### src/rtl/inst_loader_pkg.sv
`default_nettype none
// +----------------------------------------------------------------------+
// | Module      : inst_loader_pkg                                        |
// | Description : Shared types and frame constants for the boot loader  |
// | Revision    : 1.0 - initial release                                  |
// +----------------------------------------------------------------------+
package inst_loader_pkg;

  localparam int c_LEN_W          = 16;  // frame length field width
  localparam int c_BYTES_PER_WORD = 4;   // payload bytes per memory word
  localparam int c_WORD_STRIDE    = 4;   // byte address step per word
  localparam int c_IDX_W          = 2;   // byte index width inside a word

  typedef enum logic [2:0] {
    ST_IDLE  = 3'd0,
    ST_LEN0  = 3'd1,
    ST_LEN1  = 3'd2,
    ST_DATA  = 3'd3,
    ST_WRITE = 3'd4,
    ST_CHK   = 3'd5,
    ST_DONE  = 3'd6,
    ST_ERR   = 3'd7
  } state_e;

endpackage
`default_nettype wire

### src/rtl/inst_loader_asm.sv
`default_nettype none
// +----------------------------------------------------------------------+
// | Module      : inst_loader_asm                                        |
// | Description : Byte-to-word assembler (little-endian) with XOR check  |
// | Revision    : 1.0 - initial release                                  |
// +----------------------------------------------------------------------+
module inst_loader_asm
  import inst_loader_pkg::*;
(
  input  logic        clk,
  input  logic        reset,       // asynchronous, active-low
  input  logic        clear,       // restart assembly for a new frame
  input  logic        byte_en,     // payload byte accepted this cycle
  input  logic [7:0]  byte_in,
  output logic [31:0] word,        // assembled word, complete after the 4th byte
  output logic [7:0]  xor_acc,     // running XOR of all payload bytes
  output logic        word_ready   // 4th byte of a word is being accepted
);

  localparam logic [c_IDX_W-1:0] c_LAST_IDX = c_IDX_W'(c_BYTES_PER_WORD - 1);

  logic [31:0]        shreg_q, shreg_d;
  logic [c_IDX_W-1:0] idx_q,   idx_d;
  logic [7:0]         acc_q,   acc_d;

  // Next-state: bytes shift in from the top so the first byte ends up as the LSB
  always_comb begin
    shreg_d = shreg_q;
    idx_d   = idx_q;
    acc_d   = acc_q;
    if (clear) begin
      shreg_d = 32'd0;
      idx_d   = '0;
      acc_d   = 8'd0;
    end else if (byte_en) begin
      shreg_d = {byte_in, shreg_q[31:8]};
      idx_d   = idx_q + c_IDX_W'(1);
      acc_d   = acc_q ^ byte_in;
    end
  end

  // Assembler registers
  always_ff @(posedge clk or negedge reset) begin
    if (!reset) begin
      shreg_q <= 32'd0;
      idx_q   <= '0;
      acc_q   <= 8'd0;
    end else begin
      shreg_q <= shreg_d;
      idx_q   <= idx_d;
      acc_q   <= acc_d;
    end
  end

  assign word       = shreg_q;
  assign xor_acc    = acc_q;
  assign word_ready = byte_en && (idx_q == c_LAST_IDX);

endmodule
`default_nettype wire

### src/rtl/inst_loader.sv
`default_nettype none
// +----------------------------------------------------------------------+
// | Module      : inst_loader                                            |
// | Description : Framed byte-stream boot loader for instruction memory  |
// | Revision    : 1.0 - initial release                                  |
// +----------------------------------------------------------------------+
module inst_loader
  import inst_loader_pkg::*;
#(
  parameter logic [31:0] BASE_ADDR = 32'h0000_0000,
  parameter int          MAX_WORDS = 256
) (
  input  logic        clk,
  input  logic        reset,       // asynchronous, active-low
  input  logic        start,
  input  logic [7:0]  rx_data,
  input  logic        rx_valid,
  output logic        rx_ready,
  output logic        mem_wr,
  output logic [31:0] mem_waddr,
  output logic [31:0] mem_wdata,
  output logic        cpu_hold,
  output logic        done,
  output logic        error,
  output logic [15:0] word_count
);

  localparam logic [c_LEN_W-1:0] c_MAX_LEN = c_LEN_W'(MAX_WORDS);

  state_e             state_q, state_d;
  logic [c_LEN_W-1:0] len_q, len_d;
  logic [c_LEN_W-1:0] word_count_q, word_count_d;
  logic               rx_ready_q, rx_ready_d;
  logic               mem_wr_q, mem_wr_d;
  logic               cpu_hold_q, cpu_hold_d;
  logic               done_q, done_d;
  logic               error_q, error_d;

  logic               w_accept;
  logic               w_start_ok;
  logic               w_data_byte;
  logic [c_LEN_W-1:0] w_len_full;
  logic               w_len_bad;
  logic [c_LEN_W-1:0] w_wc_next;
  logic [31:0]        w_asm_word;
  logic [7:0]         w_xor_acc;
  logic               w_word_ready;

  assign w_accept    = rx_valid && rx_ready_q;
  assign w_start_ok  = start && ((state_q == ST_IDLE) || (state_q == ST_DONE) ||
                                 (state_q == ST_ERR));
  assign w_data_byte = w_accept && (state_q == ST_DATA);
  assign w_len_full  = {rx_data, len_q[7:0]};
  assign w_len_bad   = (w_len_full == '0) || (w_len_full > c_MAX_LEN);
  assign w_wc_next   = word_count_q + c_LEN_W'(1);

  inst_loader_asm u_asm (
    .clk        (clk),
    .reset      (reset),
    .clear      (w_start_ok),
    .byte_en    (w_data_byte),
    .byte_in    (rx_data),
    .word       (w_asm_word),
    .xor_acc    (w_xor_acc),
    .word_ready (w_word_ready)
  );

  // FSM next state, length capture and word counter; registered outputs decode the next state
  always_comb begin
    state_d      = state_q;
    len_d        = len_q;
    word_count_d = word_count_q;
    case (state_q)
      ST_IDLE, ST_DONE, ST_ERR: begin
        if (start) begin
          state_d      = ST_LEN0;
          word_count_d = '0;
        end
      end
      ST_LEN0: begin
        if (w_accept) begin
          len_d[7:0] = rx_data;
          state_d    = ST_LEN1;
        end
      end
      ST_LEN1: begin
        if (w_accept) begin
          len_d[15:8] = rx_data;
          state_d     = w_len_bad ? ST_ERR : ST_DATA;
        end
      end
      ST_DATA: begin
        if (w_word_ready) state_d = ST_WRITE;
      end
      ST_WRITE: begin
        word_count_d = w_wc_next;
        state_d      = (w_wc_next == len_q) ? ST_CHK : ST_DATA;
      end
      ST_CHK: begin
        if (w_accept) state_d = (rx_data == w_xor_acc) ? ST_DONE : ST_ERR;
      end
      default: state_d = ST_IDLE;
    endcase

    rx_ready_d = (state_d == ST_LEN0) || (state_d == ST_LEN1) ||
                 (state_d == ST_DATA) || (state_d == ST_CHK);
    mem_wr_d   = (state_d == ST_WRITE);
    cpu_hold_d = (state_d != ST_IDLE) && (state_d != ST_DONE);
    done_d     = (state_d == ST_DONE);
    error_d    = (state_d == ST_ERR);
  end

  // State and output registers
  always_ff @(posedge clk or negedge reset) begin
    if (!reset) begin
      state_q      <= ST_IDLE;
      len_q        <= '0;
      word_count_q <= '0;
      rx_ready_q   <= 1'b0;
      mem_wr_q     <= 1'b0;
      cpu_hold_q   <= 1'b0;
      done_q       <= 1'b0;
      error_q      <= 1'b0;
    end else begin
      state_q      <= state_d;
      len_q        <= len_d;
      word_count_q <= word_count_d;
      rx_ready_q   <= rx_ready_d;
      mem_wr_q     <= mem_wr_d;
      cpu_hold_q   <= cpu_hold_d;
      done_q       <= done_d;
      error_q      <= error_d;
    end
  end

  // word_count still holds the pre-increment value during WRITE, so it addresses the current word
  assign mem_waddr  = BASE_ADDR + (32'(word_count_q) * 32'(c_WORD_STRIDE));
  assign mem_wdata  = w_asm_word;
  assign mem_wr     = mem_wr_q;
  assign rx_ready   = rx_ready_q;
  assign cpu_hold   = cpu_hold_q;
  assign done       = done_q;
  assign error      = error_q;
  assign word_count = word_count_q;

endmodule
`default_nettype wire

### config.mk
export PLATFORM = sky130hd
export DESIGN_NAME = inst_loader
export DESIGN_NICKNAME = d
export VERILOG_FILES = /design/src/rtl/inst_loader_pkg.sv /design/src/rtl/inst_loader_asm.sv /design/src/rtl/inst_loader.sv
export SDC_FILE = /design/constraint.sdc
export NUM_CORES = 1
export LEC_CHECK = 0
export CORE_AREA = 2 2 95 97
export DETAILED_ROUTE_END_ITERATION = 8
export DIE_AREA = 0 0 97 99
export GPL_TIMING_DRIVEN = 0
export MAX_ROUTING_LAYER = met4
export PLACE_DENSITY = 0.84
export SLEW_MARGIN = 20
export SYNTH_ARGS = -nofsm -noshare
export SYNTH_HDL_FRONTEND = slang
export SYNTH_HIERARCHICAL = 1
export SYNTH_SLANG_ARGS = --single-unit
### constraint.sdc
create_clock -name clk -period 4.55 [get_ports clk]
set_clock_uncertainty 0.2 [all_clocks]
set_input_delay 0.455 -clock clk [delete_from_list [all_inputs] [get_ports clk]]
set_output_delay 0.455 -clock clk [all_outputs]
set_load 0.1 [all_outputs]
After elaboration in Yosys (flattened, before gate mapping)
Index checks and enable logic that the tools add are counted.

$add $sub $neg: 2. $lt $le $gt $ge: 1. Equal/unequal tests: 19. Muxes and demuxes: 17. Bitwise logic cells: 1. Reduce and logical (&&, ||, !) cells: 20.

Operators with widths (count): $mux 32 (2); $pmux 16 s2 (1); $eq 3x3->1 const B (8); $mux 3 (7); $pmux 3 s6 (1); $add 16x1->16 const B (1); $eq 16x16->1 (1); $gt 16x9->1 const B (1); $logic_not 16->1 (1); $mux 16 (1); $mux 8 (2); $eq 3x2->1 const B (4); $eq 8x8->1 (1); $xor 8x8->8 (1); $eq 3x1->1 const B (2); $logic_or 1x1->1 (6); $reduce_and 2->1 (3); $logic_and 1x1->1 (5); $mux 2 (2); $reduce_bool 2->1 (2); $logic_not 3->1 (1); $ne 3x3->1 const B (1); $reduce_bool 3->1 (1); $reduce_or 3->1 (1); 4 further kinds (4).

Bits in registers: 82. Output and inout port bits: 85. Logic and storage cells: 72.

Longest topological paths before layout
Gate-level depths: netlist of the first run.

Word-level depth: 9. Depth in mapped cells: 12.

Modules after synthesis
Netlist of the first run, hierarchy kept.

Modules (own cells, without submodules): inst_loader (times used 1, cells an instance 302, area an instance 2810.2 µm², sequential area each 1001.0 µm²); inst_loader_asm (times used 1, cells an instance 147, area an instance 1830.5 µm², sequential area each 1051.0 µm²).

Least setup slack after synthesis of the first run
Ideal clock, no wire load.

Path kind: register -> register. Start point: reg rx_ready_q, in the netlist rx_ready. End point: reg rx_ready_q, in the netlist rx_ready. Arrival: 2750 ps. Data required time: 4231 ps. Setup slack: 1481 ps. Stages on the path, launching flop included: 12. Period minus slack after synthesis: 3069 ps. Path through: dfrtp_1 nand2_1 nor3_1 buf_6 buf_4 and2_1 nor2b_1 nand2_1 o21ai_0 nand2_1 a31o_2 o21ba_1.

Longest elaborated chain between the ends: 9. Elaborated cells between the ends (all ways): 15.

Ends and longest elaborated chain: start: declaration (line inst_loader.sv:33) `logic rx_ready_q, rx_ready_d;`; start signal: assignment (line inst_loader.sv:128) `rx_ready_q <= rx_ready_d;`; $logic_and 1x1->1 * (line inst_loader.sv:49) `assign w_accept = rx_valid && rx_ready_q;`; $logic_and 1x1->1 * (line inst_loader.sv:52) `assign w_data_byte = w_accept && (state_q == ST_DATA);`; net w_data_byte (line inst_loader.sv:41) `logic w_data_byte;`; $logic_and 1x1->1 * (line inst_loader_asm.sv:57) `assign word_ready = byte_en && (idx_q == c_LAST_IDX);`; net w_word_ready (line inst_loader.sv:47) `logic w_word_ready;`; $mux 3 * (line inst_loader.sv:93) `if (w_word_ready) state_d = ST_WRITE;`; $pmux 3 s6 * (line inst_loader.sv:73) `case (state_q)`; net state_d[0] (line inst_loader.sv:30) `state_e state_q, state_d;`; $eq 3x1->1 / $eq 3x2->1 (equally long branches) (line inst_loader.sv:105) `rx_ready_d = (state_d == ST_LEN0) || (state_d == ST_LEN1) ||`; $logic_or 1x1->1 (2 in series) (line inst_loader.sv:105); $logic_or 1x1->1 * (line inst_loader.sv:106) `(state_d == ST_DATA) || (state_d == ST_CHK);`; net rx_ready_d (line inst_loader.sv:33).

Mark *: on every way through the listed nets, which the timed path passes. The rest lies on a longest branch. A chain may end at the register's enable or synchronous reset.

Worst setup path in the final report of the first run
Start point: reg state_q[1]. End point: reg done_q, in the netlist done.

Longest elaborated chain between the ends: 6. Elaborated cells between the ends (all ways): 18.

Ends and longest elaborated chain: start: declaration (line inst_loader.sv:30); start signal: assignment (line inst_loader.sv:125) `state_q <= state_d;`; $eq 3x2->1 (line inst_loader.sv:52); $logic_and 1x1->1 (line inst_loader.sv:52); net w_data_byte (line inst_loader.sv:41); $logic_and 1x1->1 (line inst_loader_asm.sv:57); net w_word_ready (line inst_loader.sv:47); $mux 3 (line inst_loader.sv:93); $pmux 3 s6 (line inst_loader.sv:73); $eq 3x3->1 (line inst_loader.sv:109) `done_d = (state_d == ST_DONE);`; net done_d (line inst_loader.sv:36) `logic done_q, done_d;`; end signal: assignment (line inst_loader.sv:131) `done_q <= done_d;`; end: declaration (line inst_loader.sv:36).

The timed path passes the listed nets, and every way through them passes these cells.

==> out/results.tsv, run 1 <==
stage	metric	value	unit
outcome	outcome	complete, no violations	
finish	mostFrequentLayoutCells	dfrtp_1 (82), clkdlybuf4s50_1 (79), nor2_1 (51)	
synth	synth-adder-area-share	0.539	%
place	dp.cells	653	
finish	drive_gt1_share	18.1	%
synth	synth_edf_count	0	
finish	final_common_cell	dfrtp_1	
place	dp_hpwl	7760	um
die	core-area	0.00855	mm^2
sta	fin_setup_tns	0	ns
synth	syn_inst	449	
finish	area_delta_synth_final	26.4	%
finish	diodes	0	
place	gp_congestion	0.938	
clocking	cts_buffers	9	
routing	dr.pass1.iters	5	
clocking	cts_setup_buffers	0	
finish	stdcell_count	670	
die	dieWidth	97	um
clocking	cts-root-buf	clkbuf_8	
worst_hold_path	whs_path_depth	1	
finish	multi_input_area	0.00223	mm^2
sta	min_period	2.89	ns
synth	ys_ff_latch	82	
finish	stdcell_area	0.00586	mm^2
critical_path	r2r_setup_slack	1.66	ns
routing	drt_wl_total	10600	um
clocking	ctsResizeCount	0	
run	cap_violations	0	
critical_path	cp_max_fo	10	
sta	finalCritPeriodShare	63.5	%
synth	synth_compound_area_share	11.9	%
synth	yosys.area_share.xor_xnor	5.28	%
power_and_ir_drop	total_leakage_power	2.53	nW
clocking	clk_latency	0.34	ns
worst_hold_path	worstHoldStart	len_q[15]	
critical_path	reg2regPathDepth	12	
die	rows	34	
synth	yosysUniqueCellTypes	62	
clocking	clkTransAtPathRegs	0.08	ns
critical_path	end_kind	register	
critical_path	cp-start-kind	register	
clocking	cts_htree_levels	3	
die	ios	97	
critical_path	reg2reg_to	done	
global_routing	grt_pass1_wl	17900	um
finish	fillers	660	
global_routing	track_usage	23.4	%
critical_path	worstPathArrival	2.92	ns
synth	ys_seq_area_share	44.2	%
critical_path	crit_type	reg2reg	
finish	fin_nets	571	
sta	setup_viol	0	
routing	ant_nets	0	
sta	setup_ws	1.66	ns
routing	drc	0	
die	die_y	99	um
die	dieArea	0.00960	mm^2
power_and_ir_drop	vdd_ir_drop_max	0.729	mV
synth	async_flop_share	100	%
routing	via_per_inst	5.54	
power_and_ir_drop	power_density	721	mW/mm^2
clocking	cts_tree	yes	
place	place_ws	1.38	ns
global_routing	grt_max_degree	51	
place	placed_area	0.00566	mm^2
worst_hold_path	holdPathEnd	len_q[15]	
critical_path	timing.rr.start	state_q[1]	
sta	max_freq	346	MHz
global_routing	grt_pass1_vias	3612	
worst_hold_path	hp-class	reg2reg	
sta	hold_viol	0	
global_routing	overflow	0	
clocking	ctsLongestPathBuffers	2	
synth	synthMuxAreaShare	11.2	%
synth	ys_warn_count	6	
routing	wire_per_inst	15.8	um
sta	whs	0.332	ns
sta	final_max_slew_viol_count	0	
die	start_util	54.3	%
synth	synth_top_family_by_area	simple AND/OR/NAND/NOR gates	
sta	rsz0062_at_grt	false	
synth	synth.avg_cell_area	10.3	um^2
clocking	ctsHoldBuffers	1	
sta	slew_headroom	33.7	%
critical_path	crit_required	4.59	ns
synth	syn_area	0.00464	mm^2
synth	synth-simple-area-share	17.8	%
global_routing	antenna_found_initial	0	
routing	drt_iter0_drc	285	
place	port_buffers	80	
routing	vias	3712	
clocking	cts_sinks	82	
finish	seq_area	0.00205	mm^2
synth	synthFlopType	dfrtp_1	
sta	tightest_slew	0.992	ns
## through the flow
step,util (%),power (mW)
final,68.6,4.23
after global routing,68.6,4.44
after CTS,68.6,4.25
after detailed placement,66.2,3.71
after global placement,65.9,3.64
after floorplan,-,3.14
## critical path, cell delays in order, from the launching register on
cell	delay [ns]
dfrtp_1	0.46
clkbuf_1	0.33
nand2_1	0.10
nor3_1	0.23
buf_6	0.17
buf_4	0.17
and2_1	0.17
nor2b_1	0.23
a22oi_1	0.10
nand2_1	0.09
o21ai_0	0.15
and2_4	0.23
and2b_1	0.15
## flip-flops by register name (all words and copies together), names as in the netlist
signal and flops:
cpu_hold 1, done 1, error 1, len_q 16
mem_wr 1, rx_ready 1, state_q 3, u_asm/idx_q 2
u_asm/word 32, u_asm/xor_acc 8, word_count 16
## worst max-delay path by stage
stage | end | slack, ns | cells past startpoint | startpoint
6_report | done | 1.66 | 12 | state_q[1]
5_1_grt | rx_ready | 1.42 | 12 | state_q[1]
4_1_cts | word_count[0] | 1.67 | 2 | word_count[0]
3_5_place_dp | done | 1.38 | 12 | rx_valid
3_3_place_gp | u_asm/word[7] | -0.02 | 1 | reset
2_1_floorplan | rx_ready | 1.48 | 11 | rx_ready
## layer usage
metal / GRT usage, % / up-vias / routed length (um)
li1: - / 1750 / -
met1: 29.4 / 1807 / 4530
met2: 38.6 / 141 / 5260
met3: 4.40 / 14 / 656
met4: 7.26 / 0 / 164
met5: - / - / 0
## cell usage after synthesis (2+ instances only)
cell type  instances  area [um^2]
and3_1             7         43.8
or4_1              2         15.0
ha_1               2         25.0
buf_4             34          255
nor4_1             4         25.0
o31a_1             2         17.5
dfrtp_1           82         2050
o21ai_0           27          135
a21bo_1            6         60.1
buf_6              8         90.1
nor2b_1            5         31.3
o31ai_1            5         37.5
a21bo_2            2         20.0
a21oi_1            8         40.0
a211oi_1           2         15.0
nor2_1            51          191
nand2_1           20         75.1
nand3b_1          10         75.1
buf_2              6         30.0
nand2b_1           3         18.8
o21bai_1           2         15.0
nand4_1            6         37.5
clkbuf_1           8         30.0
and2_1             5         31.3
or3_1              5         31.3
xnor2_1           18          158
mux2_2            17          191
mux2i_1           33          330
nor3_1            10         50.1
xor2_1            10         87.6
o41ai_1            2         17.5
nor3_2             2         20.0
nand3_1            9         45.0
a21oi_2            7         61.3
inv_1              2         7.51
## cell families after synthesis
logic type               after synthesis
other                                  1
AO/OA/AOI/OAI                         78
adder cells (fa/ha/maj)                2
buffers and inverters                 58
flip-flops                            82
AND/OR/NAND/NOR                      150
XOR/XNOR                              28
multiplexers                          50
## layout make-up
type | count | area share (%)
Sequential cell | 82 | 35.0
Clock inverter | 4 | 0.875
Timing Repair Buffer | 82 | 14.3
Tap cell | 108 | 2.30
Inverter | 2 | 0.128
Buffer | 56 | 6.91
Clock buffer | 12 | 2.47
Multi-Input combinational cell | 324 | 38.1
## report_power, final
| part | internal [mW] | leakage, nW | switching, mW | total, mW |
|---|---|---|---|---|
| sequential | 0.991 | 1.07 | 0.242 | 1.23 |
| combinational | 0.754 | 1.37 | 1.71 | 2.47 |
| clock | 0.269 | 0.0966 | 0.261 | 0.530 |
Note: power is estimated with default switching activity, not from simulation.
==> run 2, diff against run 1 <==
CORE_AREA = 2 2 98 100   (was 2 2 95 97)
DIE_AREA = 0 0 100 102   (was 0 0 97 99)
PLACE_DENSITY = 0.8   (was 0.84)
clock period = 2.9 ns   (was 4.55 ns; I/O delays follow)
==> run 2 against run 1 <==
Compared with the run above: sequential power increased by 59%; critical path depth decreased by 10; total power increased by 55%; final area about the same; worst hold slack got worse by 0.14 ns; register-to-register slack got worse by 1.4 ns; worst setup slack got worse by 1.5 ns; utilization decreased by 4.2 points; largest power group unchanged.
==> out/results.tsv, run 2 (synthesized netlist as in run 1, its figures left out) <==
stage	metric	value	unit	change
sta	hold_viol	0		unchanged
die	dieWidth	100	um	+3.1%
place	gp_congestion	0.894		-4.6%
power_and_ir_drop	vdd_ir_drop_max	1.02	mV	+40%
routing	wire_per_inst	16.1	um	+1.6%
run	cap_violations	0		unchanged
global_routing	grt_pass1_vias	3616		+0.11%
place	dp.cells	656		+0.46%
critical_path	crit_family	buffers and inverters		
routing	vias	3648		-1.7%
finish	multi_input_area	0.00224	mm^2	+0.50%
global_routing	overflow	0		unchanged
global_routing	track_usage	23.0	%	-0.35 points
finish	mostFrequentLayoutCells	dfrtp_1 (80), clkdlybuf4s50_1 (79), nor2_1 (51)		
sta	fin_setup_tns	0	ns	unchanged
clocking	cts_sinks	82		unchanged
critical_path	reg2regPathDepth	12		unchanged
worst_hold_path	hp-class	in2async		
critical_path	crit_path_end	word_count[5]		
critical_path	max_stage_delay	1.11	ns	+0.65 ns
routing	drt_iter0_drc	276		-3.2%
sta	slew_headroom	32.8	%	-0.90 points
critical_path	timing.rr.start	state_q[2]		
power_and_ir_drop	total_leakage_power	2.53	nW	-0.16%
finish	area_delta_synth_final	26.3	%	about the same
finish	fin_nets	569		-0.35%
sta	rsz0062_at_grt	false		
outcome	outcome	complete, no violations		
sta	min_period	2.72	ns	
routing	drt_wl_total	10800	um	+1.8%
clocking	cts-root-buf	clkbuf_8		
finish	fillers	736		+12%
routing	via_per_inst	5.44		-1.9%
finish	diodes	0		unchanged
sta	max_freq	368	MHz	
sta	finalCritPeriodShare	93.7	%	
clocking	cts_tree	yes		
clocking	clkTransAtPathRegs	0.08	ns	about the same
die	ios	97		unchanged
critical_path	crit_start	word_count[5]		
clocking	cts_htree_levels	3		unchanged
die	rows	35		+2.9%
sta	whs	0.190	ns	-0.142 ns
global_routing	grt_pass1_wl	17800	um	-0.42%
place	port_buffers	80		unchanged
die	core-area	0.00911	mm^2	+6.5%
critical_path	worstPathArrival	2.23	ns	-0.69 ns
power_and_ir_drop	finalPower	6.58	mW	+55%
die	dieArea	0.0102	mm^2	+6.2%
critical_path	end_kind	primary output		
die	die_y	102	um	+3.0%
critical_path	path_buf_inv	2		-1
global_routing	antenna_found_initial	0		unchanged
routing	ant_nets	0		unchanged
power_and_ir_drop	power_density	1120	mW/mm^2	+56%
critical_path	cp-start-kind	register		
die	start_util	50.9	%	-3.3 points
finish	final_common_cell	dfrtp_1		
sta	tightest_slew	1.01	ns	+0.0135 ns
clocking	ctsLongestPathBuffers	2		unchanged
critical_path	cp_slowest_cell	clkdlybuf4s50_1		
critical_path	r2r_setup_slack	0.22	ns	-1.44 ns
critical_path	crit_required	2.41	ns	-2.18 ns
clocking	cts_buffers	9		unchanged
clocking	clk_latency	0.36	ns	+0.02 ns
sta	setup_viol	0		unchanged
critical_path	cp_cell_sequence	buf_4, clkdlybuf4s50_1		
global_routing	grt_max_degree	56		+9.8%
finish	stdcell_count	671		+0.15%
finish	drive_gt1_share	19.3	%	+1.1 points
sta	final_max_slew_viol_count	0		unchanged
routing	dr.pass1.iters	4		-1
sta	setup_ws	0.182	ns	-1.48 ns
critical_path	reg2reg_to	cpu_hold		
critical_path	path_depth	2		-10
place	dp_hpwl	7960	um	+2.6%
critical_path	cp_max_fo	8		-2
place	place_ws	-0.0587	ns	-1.43 ns
routing	drc	0		unchanged
critical_path	crit_type	reg2out		
finish	largest_reg_flops	32		unchanged
finish	seq_area	0.00205	mm^2	+0.12%
## run 2: changes by cell type in the layout (fill, tap and decap cells not counted), sizes merged
cell	delta
bufinv	-1
clkinv	+1
clkbuf	-2
## run 2: worst min path at each step
stage / from / to / depth (start not counted)
final: reset / word_count[6] / 2
after CTS: reset / word_count[6] / 2
after detailed placement: reset / word_count[9] / 1
after global routing: reset / word_count[9] / 2
after floorplan: reset / cpu_hold / 0
after global placement: u_asm/word[6] / u_asm/word[6] / 2
## run 2: layout make-up
type,count,area share (%)
buffer,54,6.81
clock buffer,12,2.65
sequential,82,35.1
inverter,2,0.128
tap,111,2.37
timing repair buffer,82,14.3
clock inverter,4,0.448
multi-input combinational,324,38.3
## run 2: routing by layer
| layer | share of wire (%) | global-route usage (%) | wire length [um] | vias to the layer above |
|---|---|---|---|---|
| met3 | 5.4 | 4.65 | 587 | 17 |
| met5 | 0 | - | 0 | - |
| met4 | 1.4 | 8.01 | 148 | 0 |
| li1 | - | - | - | 1757 |
| met1 | 44 | 29.1 | 4780 | 1748 |
| met2 | 49 | 37.2 | 5290 | 126 |
## run 2: what timing repair did
item | 4_1_cts | 5_1_grt
endpoints found under the hold margin | 27 | 0
resized for setup | 0 | 4
buffers inserted | 0 | 0
setup endpoints to repair | 0 | 6
hold buffers | 1 | 0
## run 2: stage by stage
stage	utilization, %	area, um^2
2_1_floorplan	-	4700
3_3_place_gp	61.9	5640
3_5_place_dp	62.2	5660
4_1_cts	64.3	5860
5_1_grt	64.3	5860
6_report	64.3	5860
## run 2: power by group
group          internal (mW)  switching [mW]
Combinational           1.18            2.66
Clock                  0.357           0.416
Sequential              1.56           0.405
